File: config.mk
export PLATFORM = sky130hd
export DESIGN_NAME = pc_sequencer
export DESIGN_NICKNAME = d
export VERILOG_FILES = /design/src/rtl/pc_sequencer.sv
export SDC_FILE = /design/constraint.sdc
export NUM_CORES = 1
export LEC_CHECK = 0
export CORE_MARGIN = 4
export CORE_UTILIZATION = 25
export DETAILED_ROUTE_END_ITERATION = 7
export PLACE_DENSITY = 0.48
export SETUP_SLACK_MARGIN = 0.05
export SLEW_MARGIN = 10
export SYNTH_ARGS = -nofsm -noshare
export SYNTH_HDL_FRONTEND = slang
export SYNTH_SLANG_ARGS = --single-unit
export TNS_END_PERCENT = 10
File: constraint.sdc
create_clock -name clk -period 3.3 [get_ports clk]
set_clock_uncertainty 0.2 [all_clocks]
set_input_delay 0.66 -clock clk [delete_from_list [all_inputs] [get_ports clk]]
set_output_delay 0.66 -clock clk [all_outputs]
set_load 0.02 [all_outputs]
File: src/rtl/pc_sequencer.sv
// Program-counter owner for the single-cycle core: run/halt/step control,
// breakpoint, self-loop and misaligned-target detection, cycle/retire counters.
module pc_sequencer #(
  parameter int              AW       = 32,
  parameter logic [AW-1:0]   RESET_PC = '0,
  parameter int              CW       = 32
) (
  input  logic          clk,
  input  logic          rst_n,
  input  logic          start,
  input  logic          step_req,
  input  logic          halt_req,
  input  logic          bp_en,
  input  logic [AW-1:0] bp_addr,
  input  logic [AW-1:0] next_addr,
  output logic [AW-1:0] pc,
  output logic          cpu_clk_en,
  output logic          running,
  output logic          halted,
  output logic [2:0]    halt_cause,
  output logic [CW-1:0] cycle_cnt,
  output logic [CW-1:0] retire_cnt
);

  typedef enum logic [1:0] {
    S_IDLE = 2'd0,
    S_RUN  = 2'd1,
    S_STEP = 2'd2,
    S_HALT = 2'd3
  } state_e;

  localparam logic [2:0] CAUSE_NONE  = 3'd0;
  localparam logic [2:0] CAUSE_REQ   = 3'd1;
  localparam logic [2:0] CAUSE_STEP  = 3'd2;
  localparam logic [2:0] CAUSE_BP    = 3'd3;
  localparam logic [2:0] CAUSE_LOOP  = 3'd4;
  localparam logic [2:0] CAUSE_FAULT = 3'd5;

  state_e        state_q, state_d;
  logic [AW-1:0] pc_q, pc_d;
  logic [2:0]    cause_q, cause_d;
  logic          bp_skip_q, bp_skip_d;
  logic [CW-1:0] cycle_q, cycle_d;
  logic [CW-1:0] retire_q, retire_d;

  logic fault;
  logic bp_hit;
  logic active;
  logic retire;

  // The core is single-cycle, so next_addr reflects pc_q within this cycle.
  always_comb begin
    fault  = (next_addr[1:0] != 2'b00);
    bp_hit = bp_en && (pc_q == bp_addr) && !bp_skip_q && (state_q == S_RUN);
    active = (state_q == S_RUN) || (state_q == S_STEP);
    retire = active && !fault && !bp_hit;
  end

  always_comb begin
    state_d   = state_q;
    cause_d   = cause_q;
    bp_skip_d = bp_skip_q;
    unique case (state_q)
      S_IDLE, S_HALT: begin
        if (start) begin
          state_d   = S_RUN;
          cause_d   = CAUSE_NONE;
          // Resuming from HALT must not re-trigger on the breakpoint PC.
          bp_skip_d = (state_q == S_HALT);
        end else if (step_req) begin
          state_d = S_STEP;
          cause_d = CAUSE_NONE;
        end
      end
      S_RUN: begin
        bp_skip_d = 1'b0;
        if (fault) begin
          state_d = S_HALT;
          cause_d = CAUSE_FAULT;
        end else if (bp_hit) begin
          state_d = S_HALT;
          cause_d = CAUSE_BP;
        end else if (next_addr == pc_q) begin
          state_d = S_HALT;
          cause_d = CAUSE_LOOP;
        end else if (halt_req) begin
          state_d = S_HALT;
          cause_d = CAUSE_REQ;
        end
      end
      S_STEP: begin
        state_d = S_HALT;
        cause_d = fault ? CAUSE_FAULT : CAUSE_STEP;
      end
      default: begin
        state_d = S_IDLE;
        cause_d = CAUSE_NONE;
      end
    endcase
  end

  always_comb begin
    pc_d     = retire ? next_addr : pc_q;
    retire_d = retire ? retire_q + 1'b1 : retire_q;
    cycle_d  = active ? cycle_q + 1'b1 : cycle_q;
  end

  always_ff @(posedge clk or negedge rst_n) begin
    if (!rst_n) begin
      state_q   <= S_IDLE;
      pc_q      <= RESET_PC;
      cause_q   <= CAUSE_NONE;
      bp_skip_q <= 1'b0;
      cycle_q   <= '0;
      retire_q  <= '0;
    end else begin
      state_q   <= state_d;
      pc_q      <= pc_d;
      cause_q   <= cause_d;
      bp_skip_q <= bp_skip_d;
      cycle_q   <= cycle_d;
      retire_q  <= retire_d;
    end
  end

  assign pc         = pc_q;
  assign cpu_clk_en = retire;
  assign running    = active;
  assign halted     = (state_q == S_HALT);
  assign halt_cause = cause_q;
  assign cycle_cnt  = cycle_q;
  assign retire_cnt = retire_q;

endmodule
* Yosys cells after proc, flatten, opt, wreduce, memory -nomap -nowiden
Cells that the tools add are included.
** Storage, ports and cells
- Word-level logic and storage cells :: 48
- Flip-flop bits (word level) :: 102
- Output and inout bits :: 102
** Cells by class
- $add $sub $neg :: 2
- Reduce and logical (&&, ||, !) cells :: 15
- Equal/unequal tests :: 8
- Multiplexer cells :: 17
** Operators with widths (count)
- adder 32 x 1 -> 32 bit (second input constant) :: 2
- equality test 32 bit :: 2
- two-way mux 3 bit :: 7
- two-way mux 2 bit :: 6
- case mux 3 bit (3 select lines) :: 1
- case mux 2 bit (3 select lines) :: 1
- logical AND 1 bit :: 5
- != test 5 x 4 -> 1 bit (second input constant) :: 1
- equality test 2 bit (second input constant) :: 2
- AND reduction 2 bit :: 2
- nonzero test 2 bit :: 2
- zero test 1 bit :: 3
- != test 3 bit (second input constant) :: 1
- equality test 2 x 1 -> 1 bit (second input constant) :: 1
- zero test 2 bit :: 1
- != test 2 bit (second input constant) :: 1
- case mux 1 bit (2 select lines) :: 1
- OR reduction 2 bit :: 1
- logical OR 1 bit :: 1
- two-way mux 1 bit :: 1

* Longest topological paths before layout
Gate-level depths: netlist (run 1).
- Depth in word-level cells :: 7
- Gate-level depth with buffers :: 11
- Gate-level depth less buffers :: 9

* Worst setup path after synthesis (run 1)
No wires, ideal clock.
- Kind :: input-to-output
- Start :: input port bp_addr[19]
- End :: output port cpu_clk_en
- Arrival :: 2091 ps
- Path slack :: 349 ps
- Cell stages on the path :: 8
- Path through :: xor2_1 > nor4_1 > o2111ai_1 > nor4_4 > nand2b_1 > buf_4 > inv_2 > buf_2
** Between the ends
- Longest elaborated chain between the ends :: 6
** Ends and longest elaborated chain
- start: declaration :: RTL line 14 : input logic [AW-1:0] bp_addr,
- equality test 32 bit :: RTL line 54 : bp_hit = bp_en && (pc_q == bp_addr) && !bp_skip_q && (state_q == S_RUN);
- logical AND 1 bit (3 in a row) :: RTL line 54
- zero test 1 bit :: RTL line 56 : retire = active && !fault && !bp_hit;
- logical AND 1 bit :: RTL line 56
- end: declaration :: RTL line 17 : output logic cpu_clk_en,
Every way passes these cells.

* Final worst setup path (run 1)
- Start :: input port bp_addr[17]
- End :: output port cpu_clk_en
Same word-level chain as after synthesis.

==> impl_metrics.csv, run 1 <==
group,metric,value,unit
status,status,"completed",
cts,ctsRootBufferMaster,"clkbuf_16",
drt,vias,4342,
setup_path,r2r_cells,10,
global_routing,grt_max_degree,59,
cts,cts-hold-fix-buffers,0,
pwr,power,4.93,mW
setup_path,critPathBufInv,4,
layout,final_cells,985,
place,dp_cells,965,
synth,yosys_warnings,0,
setup_path,cp-end-kind,"primary output",
die,die_h,152,µm
layout,drive_gt1_share,9.51,%
sta,hold_viol,0,
pwr,power_leakage,3.55,nW
drt,wirelength,15800,µm
drt,drt_iter0_drc,189,
drt,drc,0,
setup_path,crit_family,"simple AND/OR/NAND/NOR gates",
layout,diodes,0,
synth,yosysUniqueCellTypes,43,
global_routing,antenna_found_initial,0,
place,dpl.hpwl,12000,µm
setup_path,crit_type,"in2out",
sta,worst_slew_pin_slew,658,ps
pwr,peakVddDrop,0.315,mV
cts,cts_tree,"built",
sta,slew_viol_final,0,
cts,clockBufferDepth,2,
setup_path,worstPathCellList,"clkdlybuf4s15_1 -> xor2_2 -> nor4_2 -> buf_4 -> nand4_1 -> nor4_4 -> nand2b_4 -> inv_4 -> buf_6",
setup_path,cp.arrival,2270,ps
drt,antenna_left,0,
cts,clk_pin_slew,70,ps
global_routing,grt_pass1_wl,25300,µm
setup_path,reg2reg_to,"halt_cause[2]$_DFFE_PN0P_",
global_routing,grt_usage,13.5,%
synth,syn-instance-count,519,
run,cap_violations,0,
die,initial_core_util,25.5,%
setup_path,startpoint_type,"input pin",
synth,yosysSeqAreaShare,49.3,%
cts,numCtsBuffers,9,
setup_path,ff2ff_setup_slack,420,ps
setup_path,crit_required,2440,ps
synth,avgSynthCellArea,9.99,µm²
die,io_pins,172,
die,rows,52,
drt,drt_first_pass_iters,4,
layout,num-nets-final,786,
global_routing,grt_pass1_vias,4665,
setup_path,path_max_fanout,2,
synth,ys_ff_latch,102,
synth,netlist_area,0.00518,mm²
drt,wl_per_cell,16.0,µm
sta,fin_crit_sh,94.9,%
cts,htreeDepth,3,
sta,rsz0062_at_grt,"true",
die,die_w,152,µm
sta,fin_crit,3130,ps
place,gp_congestion,0.869,
sta,maxSlewHeadroom,56.1,%
cts,clk_latency,350,ps
die,die_area,0.0231,mm²
cts,cts_sinks,102,
place,port_buffers,171,
sta,fmax,0.319,GHz
die,core_area,0.0203,mm²
global_routing,overflow,0,
layout,area_growth,48.8,%
pwr,power.density,639,mW/mm²
sta,setup_viol,0,
setup_path,slowest_delay,300,ps
setup_path,cp_slowest_cell,"nor4_4",
synth,synth_fp_nets,594,
min_path,min_path_type,"in2async",
drt,viasPerCell,4.41,
setup_path,r2r_start,"pc[27]$_DFFE_PN0P_",
==> worst register-to-register path, delay by kind of cell (launching register included) <==
kind	cells	cell delay, ps
buf+inv	3	490
flops	1	430
simple gates	4	1130
compound gates	2	350
xor+xnor	1	200
==> per-stage QoR <==
step / setup TNS [ps] / worst slack (ps) / util (%) / hold WS (ps) / cell area (µm²)
global placement: -1210 / -568 / 36.0 / 259 / 7310
detailed placement: -1090 / -560 / 36.0 / 264 / 7310
CTS: 0 / 50.9 / 37.6 / 149 / 7640
floorplan: 0 / 349 / - / 164 / 5180
finish: 0 / 170 / 38.0 / 124 / 7710
global route: 0 / 40.1 / 38.0 / 160 / 7710
==> cells by family (layout without fill, tap and decap cells) <==
kind of cell / Yosys count / after routing / share of synthesized area, %
xor+xnor: 121 / 121 / 20.4
compound gates: 17 / 17 / 2.39
buf+inv: 30 / 226 / 2.80
simple gates: 242 / 242 / 23.5
flops: 102 / 102 / 49.3
fa+ha+maj: 5 / 5 / 1.21
mux: 2 / 2 / 0.435
==> final cells by class <==
type	count	area (µm²)
fillers	2046	12600
multi-input cells	387	2560
flip-flops and latches	102	2550
repair buffers	194	1920
well taps	270	338
clock buffers	9	225
inverters	17	66.3
clock inverters	6	46.3
==> worst max-delay path by stage <==
| stage | end | depth (start not counted) | startpoint |
|---|---|---|---|
| floorplan | cpu_clk_en | 8 | bp_addr[19] |
| finish | cpu_clk_en | 9 | bp_addr[17] |
| detailed placement | cpu_clk_en | 9 | bp_addr[29] |
| global placement | cpu_clk_en | 8 | bp_addr[19] |
| CTS | cpu_clk_en | 8 | bp_addr[19] |
| global route | cpu_clk_en | 8 | pc[21]$_DFFE_PN0P_ |
==> where the power goes <==
part / switching [mW] / internal (mW) / leakage (nW)
registers: 0.378 / 1.51 / 1.33
clock network: 0.497 / 0.514 / 0.128
logic: 1.04 / 0.988 / 2.09
==> flip-flops by register name, indices dropped and copies added, names as in the netlist <==
name	flops
halt_cause	3
cycle_cnt	32
pc	32
state_q	2
bp_skip_q	1
retire_cnt	32
==> synthesized netlist by cell type, drive strengths merged <==
cell | n | area share, %
and4 | 3 | 0.51
o2111ai | 1 | 0.17
nor2 | 17 | 1.2
buf | 10 | 1.4
and3 | 12 | 1.4
o2111a | 1 | 0.22
and2 | 3 | 0.36
and3b | 1 | 0.17
nand2 | 115 | 8.3
a31o | 1 | 0.17
o2bb2ai | 2 | 0.34
mux2 | 2 | 0.43
nand3b | 2 | 0.29
xor2 | 54 | 9.1
nand3 | 19 | 1.8
nor4bb | 1 | 0.19
nor3 | 16 | 1.8
a22o | 1 | 0.17
nand2b | 5 | 0.60
ha | 5 | 1.2
inv | 17 | 1.2
nand4 | 22 | 3.3
o22a | 1 | 0.17
nor3b | 1 | 0.14
o21ai | 5 | 0.48
a21oi | 2 | 0.19
nor4 | 17 | 2.3
or2 | 1 | 0.12
a221oi | 2 | 0.34
xnor2 | 67 | 11
nor2b | 3 | 0.36
or4 | 1 | 0.14
clkbuf | 3 | 0.22
a21boi | 1 | 0.14
dfrtp | 102 | 49
or3 | 3 | 0.36
==> what timing repair did <==
action,CTS,global route
buffers inserted,2,3
setup endpoints to repair,1,1
pin swaps,9,11
resized for setup,26,24
==> placed cells by master (no fill, tap or decap), types with 4 or more instances in the layout <==
| master | Yosys | layout |
|---|---|---|
| clkdlybuf4s50_1 | 0 | 147 |
| nand2_1 | 115 | 115 |
| dfrtp_1 | 102 | 100 |
| xnor2_1 | 67 | 67 |
| xor2_1 | 54 | 50 |
| buf_4 | 3 | 22 |
| nand3_1 | 19 | 19 |
| nor2_1 | 17 | 17 |
| nand4_1 | 17 | 17 |
| inv_1 | 15 | 15 |
| nor3_1 | 15 | 14 |
| nor4_1 | 16 | 13 |
| and3_1 | 12 | 12 |
| dlymetal6s2s_1 | 0 | 11 |
| clkbuf_16 | 0 | 9 |
| dlygate4sd2_1 | 0 | 6 |
| nand4_2 | 5 | 5 |
| ha_1 | 5 | 5 |
| nand2b_1 | 5 | 4 |
| xor2_2 | 0 | 4 |
==> layer usage <==
layer | share of wire (%) | up-vias | track usage (%)
met2 | 48 | 145 | 22.4
met5 | 0 | - | 0
met3 | 7.6 | 18 | 4.38
met4 | 1.6 | 0 | 4.20
li1 | - | 2104 | -
met1 | 43 | 2075 | 16.8
(Power assumes the default switching activity.)
==> inputs of run 2 (changes only) <==
--- a/config.mk
+++ b/config.mk
@@ -8,6 +8,7 @@
 export CORE_MARGIN = 4
 export CORE_UTILIZATION = 25
 export DETAILED_ROUTE_END_ITERATION = 7
+export GPL_ROUTABILITY_DRIVEN = 1
 export PLACE_DENSITY = 0.48
 export SETUP_SLACK_MARGIN = 0.05
 export SLEW_MARGIN = 10
==> results of run 2 <==
Same layout as run 1: the final DEF is identical, and so are final timing and power.
==> inputs of run 3 (changes only) <==
--- a/config.mk
+++ b/config.mk
@@ -7,6 +7,7 @@
 export LEC_CHECK = 0
 export CORE_MARGIN = 4
 export CORE_UTILIZATION = 25
+export CTS_BUF_LIST = sky130_fd_sc_hd__clkbuf_8 sky130_fd_sc_hd__clkbuf_16
 export DETAILED_ROUTE_END_ITERATION = 7
 export GPL_ROUTABILITY_DRIVEN = 1
 export PLACE_DENSITY = 0.48
==> results of run 3 <==
Same layout as run 1: the final DEF is identical, and so are final timing and power.
==> patch 1 (config.mk and constraints of run 3) <==
Change the parameter `AW` from 32 to 48.
--- a/src/rtl/pc_sequencer.sv
+++ b/src/rtl/pc_sequencer.sv
@@ -2,5 +2,5 @@
 // breakpoint, self-loop and misaligned-target detection, cycle/retire counters.
 module pc_sequencer #(
-  parameter int              AW       = 32,
+  parameter int              AW       = 48,
   parameter logic [AW-1:0]   RESET_PC = '0,
   parameter int              CW       = 32
Ports: changed (resized bp_addr, next_addr and pc); port bits go from 172 to 220. The function was not compared with the original's and may differ.
==> patch 1 against run 3 <==
- synthesized area is 20% higher
- total power is 60% higher
- cell count is 16% higher
- sequential cell count is 16 higher
- setup slack worse by 0.041 ns
- synthesized cell count is 1.3% higher
- final area is 30% higher
- global-route usage is 1.1 points higher
- routed wire length is 28% higher
- critical path type unchanged
- critical endpoint unchanged
- highest routed layer is now met5
==> patch 1: results <==
status:
  status: "finished, final reports clean"
clock_network:
  clk_latency_ns: 0.41
  cts.sinks: 118
  cts_made_buffers: 17
  cts-htree-levels: 4
global_route:
  track_usage_pct: 14.6
  antenna_found_initial: 3
  first_global_vias: 5353
  grt_pass1_wl_um: 31400
synth:
  syn_inst: 526
  synth_common_cells: "dfrtp_1, xor2_1, xnor2_1, mux2_4, nand4_1"
  syn_nets: 633
  synth_xor_area_share_pct: 21.5
  synth_fa_ha_area_share_pct: 1.00
  synth_area_leaders: "dfrtp_1, xor2_1, mux2_4"
  ys_seq_area_share_pct: 47.4
  synth_cell_type_count: 36
  synth-compound-area-share_pct: 2.05
  muxShareOfSynthArea_pct: 11.3
hold_path:
  hold_class: "register to register"
  hold_end: "retire_cnt[31]$_DFFE_PN0P_"
finish:
  nMultiInputCombCells: 383
  num-nonclk-buffers: 278
  nets: 914
  multi_input_area_um2: 3360
  clock_buffers: 18
  seq_area_um2: 2950
  fillCellCount: 2368
  layout.nonclk_buf_share_pct: 26.6
  drive_gt1_share_pct: 20.9
  n_antenna_cell: 1
  area_growth_pct: 60.7
  clock_cell_area_share_pct: 5.97
  inv_count: 9
place:
  post-place-ws_ns: -0.942
  gp_congestion: 0.803
  place_area_um2: 9180
  port_buffers: 219
  dp_hpwl_um: 15700
  dp.cells: 1111
setup_path:
  arrival_ns: 2.31
  r2r-start: "pc[12]$_DFFE_PN0P_"
  reg2regPathDepth: 9
  worst-r2r-setup-slack_ns: 0.37
  reg2reg_to: "pc[13]$_DFFE_PN0P_"
floorplanning:
  coreArea_um2: 24500
power:
  p_total_w: 0.00788
  p_switching_w: 0.00284
  p_leak_nw: 4.46
  irDropWorstVdd_uv: 348
  clkPwrFrac_pct: 24.1
routing:
  avgViaCountPerCell: 4.37
  wirelength_um: 20200
  wl_per_cell_um: 17.7
sta:
  fin_crit_sh_pct: 96.1
  holdWs_ns: 0.269
  slew_headroom_pct: 63.1
patch 1: cell count changes after synthesis, moves of 10 or more:
| cell | run 3 | this run |
|---|---|---|
| dfrtp_1 | 102 | 118 |
| mux2_4 | 0 | 44 |
| nand2_1 | 115 | 22 |
| nand4_1 | 17 | 27 |
| xnor2_1 | 67 | 54 |
| xor2_1 | 54 | 99 |
patch 1: per-layer routing:
layer	vias up	GRT usage [%]	share of wire, %
li1	2374	-	-
met1	2470	19.7	46
met2	141	22.4	46
met3	18	5.05	6.6
met4	4	3.98	1.2
met5	-	0	0.10
patch 1: what timing repair did:
item                                    4_1_cts  5_1_grt
hold buffers                                  1        0
endpoints found under the setup margin       57       32
pin swaps                                    23       22
endpoints found under the hold margin        22        0
setup buffers                                 0        0
resized for setup                            53       31
cloned                                        0        0
patch 1: critical path: stages:
cell,delay [ns]
dlygate4sd2_1,0.25
xor2_1,0.20
nor4_4,0.30
nand4_1,0.22
nor4_4,0.29
buf_4,0.17
a211oi_4,0.07
buf_6,0.15
==> patch 2 (flow settings as in run 3) <==
Without the edit above. Encoding of `state_e`: now one-hot (4 bits for 4 states).
--- a/src/rtl/pc_sequencer.sv
+++ b/src/rtl/pc_sequencer.sv
@@ -23,9 +23,9 @@
 );
 
-  typedef enum logic [1:0] {
-    S_IDLE = 2'd0,
-    S_RUN  = 2'd1,
-    S_STEP = 2'd2,
-    S_HALT = 2'd3
+  typedef enum logic [3:0] {
+    S_IDLE = 4'b0001,
+    S_RUN  = 4'b0010,
+    S_STEP = 4'b0100,
+    S_HALT = 4'b1000
   } state_e;
 
Behaviour: same outputs for any inputs over 10 cycles, from zero or initial values and one cycle with rst_n low; not proved beyond that.
==> patch 2 against run 3 <==
- final area increased by 2.3%
- synthesized cell count down 7.3%
- die area increased by 3.2%
- sequential cell count increased by 2
- via count is 0.69% higher
- setup slack worse by 0.046 ns
- routed wire length up 3.8%
- maximum frequency decreased by 1.4%
- synthesized area rose by 3.4%
- total power is 3.0% higher
- sequential power increased by 4%
- critical endpoint unchanged
==> patch 2: results <==
global_route:
  grt_max_degree: 60
  first_global_vias: 4736
  track_usage_pct: 13.8
  grt_pass1_wl_um: 26100
routing:
  num_vias: 4372
  wl_per_cell_um: 17.2
  drt_iter0_drc: 129
place:
  dp.cells: 934
  place_area_um2: 7530
  dp_hpwl_um: 12500
  gp_congestion: 0.819
power:
  p_leak_nw: 3.42
  irDropWorstVdd_uv: 366
setup_path:
  reg2regPathDepth: 9
  crit_slowest_cell: "clkdlybuf4s50_1"
  arrival_ns: 2.32
  max_stage_delay_ns: 0.43
finish:
  fin_cells: 951
  nets: 743
  fillCellCount: 2078
  drive_gt1_share_pct: 13.8
sta:
  tightest_slew_ns: 0.861
synth:
  synth_area_leaders: "dfrtp_1, xor2_1, xnor2_1"
  ys_seq_area_share_pct: 48.6
  syn_nets: 553
  syn_inst: 481
status:
  status: "finished, final reports clean"
-- patch 2: per-stage QoR --
step	setup slack (ns)	util [%]
6_report	0.124	37.5
5_1_grt	0.0502	37.5
4_1_cts	0.0770	37.4
3_5_place_dp	-0.545	35.8
3_3_place_gp	-0.531	35.8
2_1_floorplan	0.504	-
-- patch 2: cell type report --
cell class,instances,area (µm²),share of cell area (%)
Tap cell,275,344,4.36
Sequential cell,104,2600,33.0
Inverter,7,26.3,0.333
Timing Repair Buffer,195,1920,24.3
Clock inverter,7,78.8,0.999
Clock buffer,9,225,2.86
Multi-Input combinational cell,354,2690,34.1
-- patch 2: cells by family after synthesis --
kind of cell / share of synthesized area, %
and+or+nand+nor: 19.0
muxes: 7.14
xor gates and xnor gates: 21.1
DFF: 48.6
adders and majority gates: 0.467
AOI/OAI and AO/OA: 1.66
buffers and inverters: 2.03
-- patch 2: where the power goes --
group	switching (W)	internal (W)	leakage, nW
Clock	0.000527	0.000599	0.151
Sequential	0.000421	0.00154	1.38
Combinational	0.000929	0.00106	1.89
Total	0.00188	0.00320	3.42
-- patch 2: metal layers --
metal | up-vias | share of wire, % | global-route usage [%] | routed length [µm]
met5 | - | 0 | 0 | 0
met1 | 2149 | 44 | 17.4 | 7170
met3 | 11 | 9.3 | 5.90 | 1520
li1 | 2078 | - | - | -
met4 | 0 | 0.86 | 2.99 | 140
met2 | 134 | 46 | 22.2 | 7530
-- patch 2: timing repair --
item                       4_1_cts  5_1_grt
gates cloned                     0        0
pin swaps                        9        8
setup endpoints to repair        1        1
resized for setup               20       11
hold buffers                     0        0
buffers inserted                 1        0
-- patch 2: final timing paths --
kind                                             from                    endpoint  slack (ns)
hold / removal                                  rst_n          pc[18]$_DFFE_PN0P_        0.17
setup / recovery                           bp_addr[8]                  cpu_clk_en        0.12
hold reg to reg            retire_cnt[31]$_DFFE_PN0P_  retire_cnt[31]$_DFFE_PN0P_        0.28
max in group asynchronous                       rst_n  retire_cnt[23]$_DFFE_PN0P_        1.96
setup reg to reg                   pc[26]$_DFFE_PN0P_      state_q[3]$_DFFE_PN0P_        0.54
min in group clk           retire_cnt[31]$_DFFE_PN0P_  retire_cnt[31]$_DFFE_PN0P_        0.28
-- patch 2: worst register-to-register path: stages (launching register included) --
cell and delay (ns):
dfrtp_1 0.44, xor2_1 0.17, nor4_2 0.31, buf_4 0.15, nand4_1 0.16, buf_4 0.21, or3_1 0.37, a21oi_1 0.16
buf_4 0.16, mux2_2 0.32
